## config.mk

```make
export PLATFORM = sky130hd
export DESIGN_NAME = rr_stream_arbiter
export DESIGN_NICKNAME = d
export VERILOG_FILES = /design/src/rtl/rr_stream_arbiter.sv
export SDC_FILE = /design/constraint.sdc
export NUM_CORES = 1
export LEC_CHECK = 0
export CORE_UTILIZATION = 35
export DETAILED_ROUTE_END_ITERATION = 8
export GPL_ROUTABILITY_DRIVEN = 0
export MAX_ROUTING_LAYER = met4
export PLACE_DENSITY = 0.77
export SYNTH_ARGS = -nofsm -noshare
export SYNTH_HDL_FRONTEND = slang
export SYNTH_SLANG_ARGS = --single-unit
```

## constraint.sdc

```tcl
create_clock -name clk -period 2.7 [get_ports clk]
set_clock_uncertainty 0.2 [all_clocks]
set_input_delay 0.405 -clock clk [delete_from_list [all_inputs] [get_ports clk]]
set_output_delay 0.405 -clock clk [all_outputs]
set_load 0.03 [all_outputs]
```

## src/rtl/rr_stream_arbiter.sv

```systemverilog
// Round-robin arbiter merging N valid/ready streams into one registered output slice,
// holding the grant on one requester until its packet's last beat.
//   state  | meaning
//   IDLE   | no packet in progress, rotating search from ptr picks the winner
//   LOCKED | packet in progress, only requester own may transfer
module rr_stream_arbiter #(
  parameter int N  = 4,
  parameter int L  = 8,
  parameter int SW = (N > 1) ? $clog2(N) : 1
) (
  input  logic           clk,
  input  logic           rst,
  input  logic [N-1:0]   s_valid,
  output logic [N-1:0]   s_ready,
  input  logic [N*L-1:0] s_data,
  input  logic [N-1:0]   s_last,
  output logic           m_valid,
  input  logic           m_ready,
  output logic [L-1:0]   m_data,
  output logic           m_last,
  output logic [SW-1:0]  m_src,
  output logic           busy
);

  typedef enum logic {IDLE, LOCKED} state_t;

  state_t        state;
  logic [SW-1:0] ptr;
  logic [SW-1:0] own;
  logic [SW-1:0] g;
  logic          found;
  logic          load;
  logic          xfer;
  logic [L-1:0]  sel_data;
  logic          sel_last;
  int            idx;

  assign load = ~m_valid | m_ready;
  assign busy = (state == LOCKED) | m_valid;
  assign xfer = |(s_valid & s_ready);

  // Winner selection: owner when locked, else first valid from ptr upward with wrap.
  always_comb begin
    found = 1'b0;
    g     = ptr;
    idx   = 0;
    if (state == LOCKED) begin
      found = 1'b1;
      g     = own;
    end else begin
      for (int k = 0; k < N; k++) begin
        idx = int'(ptr) + k;
        if (idx >= N) idx = idx - N;
        for (int j = 0; j < N; j++) begin
          if (!found && (j == idx) && s_valid[j]) begin
            found = 1'b1;
            g     = SW'(j);
          end
        end
      end
    end
  end

  // Ready is driven from handshake state only; data and last merely follow the grant.
  always_comb begin
    s_ready  = '0;
    sel_data = '0;
    sel_last = 1'b0;
    for (int j = 0; j < N; j++) begin
      if (SW'(j) == g) begin
        s_ready[j] = rst & found & load;
        sel_data   = s_data[j*L +: L];
        sel_last   = s_last[j];
      end
    end
  end

  always_ff @(posedge clk or negedge rst) begin
    if (!rst) begin
      state   <= IDLE;
      ptr     <= '0;
      own     <= '0;
      m_valid <= 1'b0;
      m_data  <= '0;
      m_last  <= 1'b0;
      m_src   <= '0;
    end else begin
      if (load) begin
        m_valid <= xfer;
        if (xfer) begin
          m_data <= sel_data;
          m_last <= sel_last;
          m_src  <= g;
        end
      end
      if (xfer) begin
        if (sel_last) begin
          state <= IDLE;
          ptr   <= (g == SW'(N - 1)) ? '0 : g + SW'(1);
        end else if (state == IDLE) begin
          state <= LOCKED;
          own   <= g;
        end
      end
    end
  end

endmodule

```

== Yosys cells after proc, flatten, opt, wreduce, memory -nomap -nowiden ==
Index checks and enable logic that the tools add are counted.
Operators by class
  add/subtract/negate cells: 8
  magnitude comparators: 4
  equal/unequal tests: 16
  muxes and demuxes: 71
  bitwise gates (word level): 8
  reductions and logical operators: 55
Operators by type and width (number)
  $eq 3x32->1 const A: 8
  $mux 32: 8
  $eq 2x32->1 const A: 4
  $logic_not 32->1: 4
  $mux 1: 41
  $mux 2: 18
  $mux 8: 4
  $logic_and 1x1->1: 31
  $logic_not 1->1: 15
  $sub 3x3->4 const B: 3
  $ge 3x3->1 const B: 3
  $add 2x2->3 const B: 2
  $and 4x4->4: 1
  $eq 2x2->1 const A: 2
  $reduce_and 2->1: 2
  $reduce_or 4->1: 1
  $sub 2x3->4 const B: 1
  $add 2x1->3 const B: 1
  $ge 2x3->1 const B: 1
  $not 1->1: 3
  $reduce_and 3->1: 1
  $add 2x1->2 const B: 1
  $and 1x1->1: 2
  $eq 1x2->1 const A: 1
  3 further kinds: 4
Storage, ports and cells
  register bits after elaboration: 17
  output and inout bits: 17
  logic and storage cells: 169

== Depth between registers and ports, before layout ==
  depth after elaboration: 89
  gate-level depth with buffers: 12

== Least setup slack after synthesis ==
OpenSTA, ideal clock, no wires.
  kind: input to register
  start point: input s_valid[0]
  end point: register ptr[1]
  setup time: 0.128 ns
  data arrival time: 2.455 ns
  slack: -0.082 ns
  stages: 11
  path buffers: 1
  path through: nor2b_1 > o21ai_0 > o211ai_1 > mux2_2 > inv_1 > ha_1 > clkbuf_1 > a22oi_1 > a21o_4 > or2b_4 > mux2_1
Between the ends
  longest elaborated chain between the ends: 84
RTL lines
  start, declared: line 13  | input logic [N-1:0] s_valid,
  $logic_and 1x1->1: line 55  | if (!found && (j == idx) && s_valid[j]) begin
  $mux 1: line 55
  $mux 1: line 47  | if (state == LOCKED) begin
  $logic_not 1->1: line 55
  $logic_and 1x1->1 (2 in a row): line 55
  $mux 1: line 55
  $mux 1: line 47
  $logic_not 1->1: line 55
  [... 64 more ...]
  $logic_not 1->1: line 55
  $logic_and 1x1->1 (2 in a row): line 55
  $mux 2 (*): line 55
  $mux 2 (*): line 47
  via g[0]: line 30  | logic [SW-1:0] g;
  $logic_not 2->1: line 70  | if (SW'(j) == g) begin
  $mux 1 (4 in a row): line 70
  $reduce_and 2->1 (no source line)
  end signal, assigned: line 99  | ptr <= (g == SW'(N - 1)) ? '0 : g + SW'(1);
  end, declared: line 28  | logic [SW-1:0] ptr;
The timed path passes the listed nets; every way through them passes the cells marked *. The select of a mux whose other input is x is not followed.
A chain may end at the register's enable or synchronous reset.

== Final worst setup path ==
  start point: register ptr[1]
  end point: register own[0]
Between the ends
  longest elaborated chain between the ends: 89
RTL lines
  $sub 2x3->4 or $ge 2x3->1 (tied branches): line 53  | if (idx >= N) idx = idx - N;
  $mux 32: line 53
  $mux 32: line 47
  $logic_not 32->1: line 55
  $logic_and 1x1->1: line 55
  $mux 1: line 55
  $mux 1: line 47
  $logic_not 1->1: line 55
  [... 69 more ...]
  $logic_not 1->1: line 55
  $logic_and 1x1->1 (2 in a row): line 55
  $mux 2: line 55
  $mux 2: line 47
  $logic_not 2->1: line 70
  $mux 1 (4 in a row): line 70
  $not 1->1 (no source line)
  $reduce_and 3->1 (no source line)
  end signal, assigned: line 102  | own <= g;
  end, declared: line 29  | logic [SW-1:0] own;
Parallel ways exist; a longest one is shown, timed or not. The select of a mux whose other input is x is not followed.

==> flow_metrics.py <==
metrics = {
    "run_status": {
        "status": "complete, but fails checks",
        "violations": "setup timing",
    },
    "global_route": {
        "grt_overflow_total": 0,
        "grt_antenna_before_repair": 0,
        "grtUsageTotal_pct": 27.6,
        "grt_pass1_wl_mm": 6.72,
        "grt_max_degree": 18,
        "grt_pass1_vias": 1458,
    },
    "detailed_routing": {
        "drc": 0,
        "avgViaCountPerCell": 5.42,
        "num_vias": 1490,
        "avgRoutedWirePerCell_um": 17.9,
        "drt_iter0_markers": 58,
        "wl_mm": 4.92,
        "antenna_left": 0,
        "firstDrtPassIters": 5,
    },
    "place": {
        "numPortBuffers": 59,
        "dp_hpwl_mm": 2.92,
        "placedInstanceArea_mm2": 0.00192,
        "pre_cts_slack_ns": -0.649,
        "place_inst": 259,
    },
    "layout": {
        "nets": 279,
        "final_core_util_pct": 73.4,
        "final_cells": 275,
        "area_delta_synth_final_pct": 99.2,
        "drive_gt1_share_pct": 35.9,
        "diodes": 0,
        "design_area_mm2": 0.00224,
    },
    "logic_synthesis": {
        "syn-cell-area_mm2": 0.00112,
        "seq_area_frac_synth_pct": 37.8,
        "ys_ff_latch": 17,
        "synthesis.nets": 185,
        "avgSynthCellArea_um2": 8.15,
        "ys.warnings.count": 0,
        "yosysUniqueCellTypes": 33,
        "synthCells": 138,
    },
    "cts": {
        "cts_tree": "done",
        "cts_max_path_buffers": 2,
        "clkSinkCount": 17,
        "clk_pin_slew_ns": 0.11,
        "hold_buffers": 0,
        "clk_latency_ns": 0.29,
        "numCtsBuffers": 3,
        "htree_levels": 1,
        "cts_root_buffer": "clkbuf_4",
    },
    "floorplan": {
        "initial_core_util_pct": 36.8,
        "rows": 20,
        "num_io_pins": 60,
        "fp.dieW_um": 58.7,
        "die_h_um": 58.7,
        "fp.dieArea_mm2": 0.00344,
        "fp.coreArea_mm2": 0.00305,
    },
    "pwr": {
        "leakage_nw": 0.948,
        "power_density_mw_per_mm2": 1220,
        "vdd_drop_max_v": 0.000568,
    },
    "worst_setup_path": {
        "crit_arrival_ns": 2.80,
        "cp-start-kind": "flop",
        "critPathMaxFanout": 6,
        "end_kind": "flop",
        "worst-setup-path-type": "flop to flop",
        "required_ns": 2.71,
    },
    "hold_path": {
        "hp-class": "flop to flop",
    },
    "timing": {
        "drv_slew": 0,
        "hold_viol": 0,
        "period_share_pct": 103,
        "tightest_slew_ns": 0.334,
        "min_period_ns": 2.79,
        "fmax_mhz": 359,
        "rsz0062_at_grt": "true",
        "setup_viol": 5,
        "worst_slack_ns": -0.0858,
        "relSlewSlack_pct": 77.6,
    },
    "job": {
        "maxCapViolations": 0,
    },
}
==> synth_stat cells, drive strengths merged <==
library cell / n / share of area (%)
nand2b: 1 / 0.56
dfrtp: 17 / 38
nor2: 14 / 4.7
o21bai: 1 / 0.67
a22oi: 3 / 2.0
mux2: 3 / 3.0
a21boi: 1 / 0.67
clkbuf: 4 / 1.3
nand3: 1 / 0.44
or2b: 1 / 1.0
nand3b: 1 / 0.67
a221oi: 7 / 5.5
nor2b: 4 / 2.2
nor3: 8 / 3.6
nor4: 1 / 0.56
o21ai: 15 / 6.7
a211o: 1 / 0.78
or4: 1 / 0.67
o22ai: 1 / 0.56
clkinv: 1 / 0.33
a21oi: 13 / 5.8
buf: 3 / 1.3
o31ai: 1 / 0.67
nand2: 15 / 5.0
mux2i: 2 / 1.8
ha: 4 / 4.4
o211ai: 2 / 1.8
or2: 1 / 0.56
a21o: 1 / 1.3
o21a: 1 / 0.67
inv: 9 / 3.0
==> routing by layer <==
metal,routed length (um),GRT usage [%],part of all wire (%)
met1,1950,30.6,40
met2,2530,48.3,51
met3,247,3.30,5.0
met4,191,15.3,3.9
met5,0,-,0
==> cells in the final DEF, fill, tap and decap left out, types with 2 or more instances in the layout <==
cell type,n
dfrtp_1,16
buf_6,10
nor2b_2,2
ha_4,3
nor3_1,7
buf_4,31
nand2_1,15
a21oi_2,6
o21ai_2,2
a221oi_2,3
mux2i_1,2
nor2_4,2
inv_2,4
a221oi_1,4
clkbuf_4,3
clkdlybuf4s50_1,51
inv_1,5
o21ai_1,3
a21oi_1,7
a22oi_1,3
nor2_1,11
o21ai_0,10
mux2_1,2
==> final cells by class <==
cell class | instances | area (um^2)
clock buffers | 4 | 26.3
fillers | 220 | 812
inverters | 10 | 40.0
multi-input cells | 104 | 802
flip-flops and latches | 17 | 427
well taps | 44 | 55.1
repair buffers | 96 | 891
==> per-stage QoR <==
| step | TNS, ns | hold slack, ns | total power (W) |
|---|---|---|---|
| after floorplan | 0 | -0.0906 | 0.00137 |
| final | -0.257 | 0.296 | 0.00274 |
| after CTS | -0.00885 | 0.293 | 0.00240 |
| after global routing | -1.28 | 0.329 | 0.00286 |
| after global placement | -7.06 | 0.259 | 0.00199 |
| after detailed placement | -10.21 | 0.266 | 0.00205 |
==> state kept, by name, indices dropped and copies added, names as in the netlist <==
| register | flops |
|---|---|
| m_last | 1 |
| ptr | 2 |
| m_src | 2 |
| own | 2 |
| state | 1 |
| m_valid | 1 |
| m_data | 8 |
==> timing repair <==
item | in CTS | in global routing
gates resized for setup | 35 | 30
pin swaps | 6 | 10
buffers inserted | 7 | 5
endpoints found under the setup margin | 20 | 14
==> critical path: stages, from the launching register on <==
cell     delay [ns]
dfrtp_2        0.47
nor2b_1        0.15
o21ai_1        0.11
a21oi_2        0.24
o22ai_4        0.13
buf_6          0.14
ha_4           0.18
a211o_1        0.27
a21oi_2        0.13
a21oi_2        0.06
buf_4          0.15
nor3_4         0.12
buf_6          0.13
mux2i_1        0.21
==> where the power goes <==
part	total, W	switching, W	internal [W]
combinational	0.00214	0.00115	0.000992
clock	0.000144	0.0000871	0.0000573
sequential	0.000455	0.0000834	0.000371
total	0.00274	0.00132	0.00142
==> worst paths after layout <==
path / startpoint / end / slack [ns] / depth (start not counted)
setup reg to reg: ptr[1] / own[0] / -0.09 / 13
max in group asynchronous: rst / ptr[1] / 1.76 / 2
setup / recovery: ptr[1] / own[0] / -0.09 / 13
hold / removal: m_last / m_last / 0.30 / 2
hold reg to reg: m_last / m_last / 0.30 / 2
min in group asynchronous: rst / state / 0.33 / 2
==> logic make-up (layout without fill, tap and decap cells) <==
| kind of cell | Yosys count | after routing | synth area share (%) |
|---|---|---|---|
| AND/OR/NAND/NOR | 48 | 48 | 19.9 |
| buffers and inverters | 17 | 110 | 6.01 |
| adder cells (fa/ha/maj) | 4 | 4 | 4.45 |
| AO/OA/AOI/OAI | 47 | 47 | 27.0 |
| flip-flops | 17 | 17 | 37.8 |
| multiplexers | 5 | 5 | 4.78 |
Power figures use the tool's default switching activity.
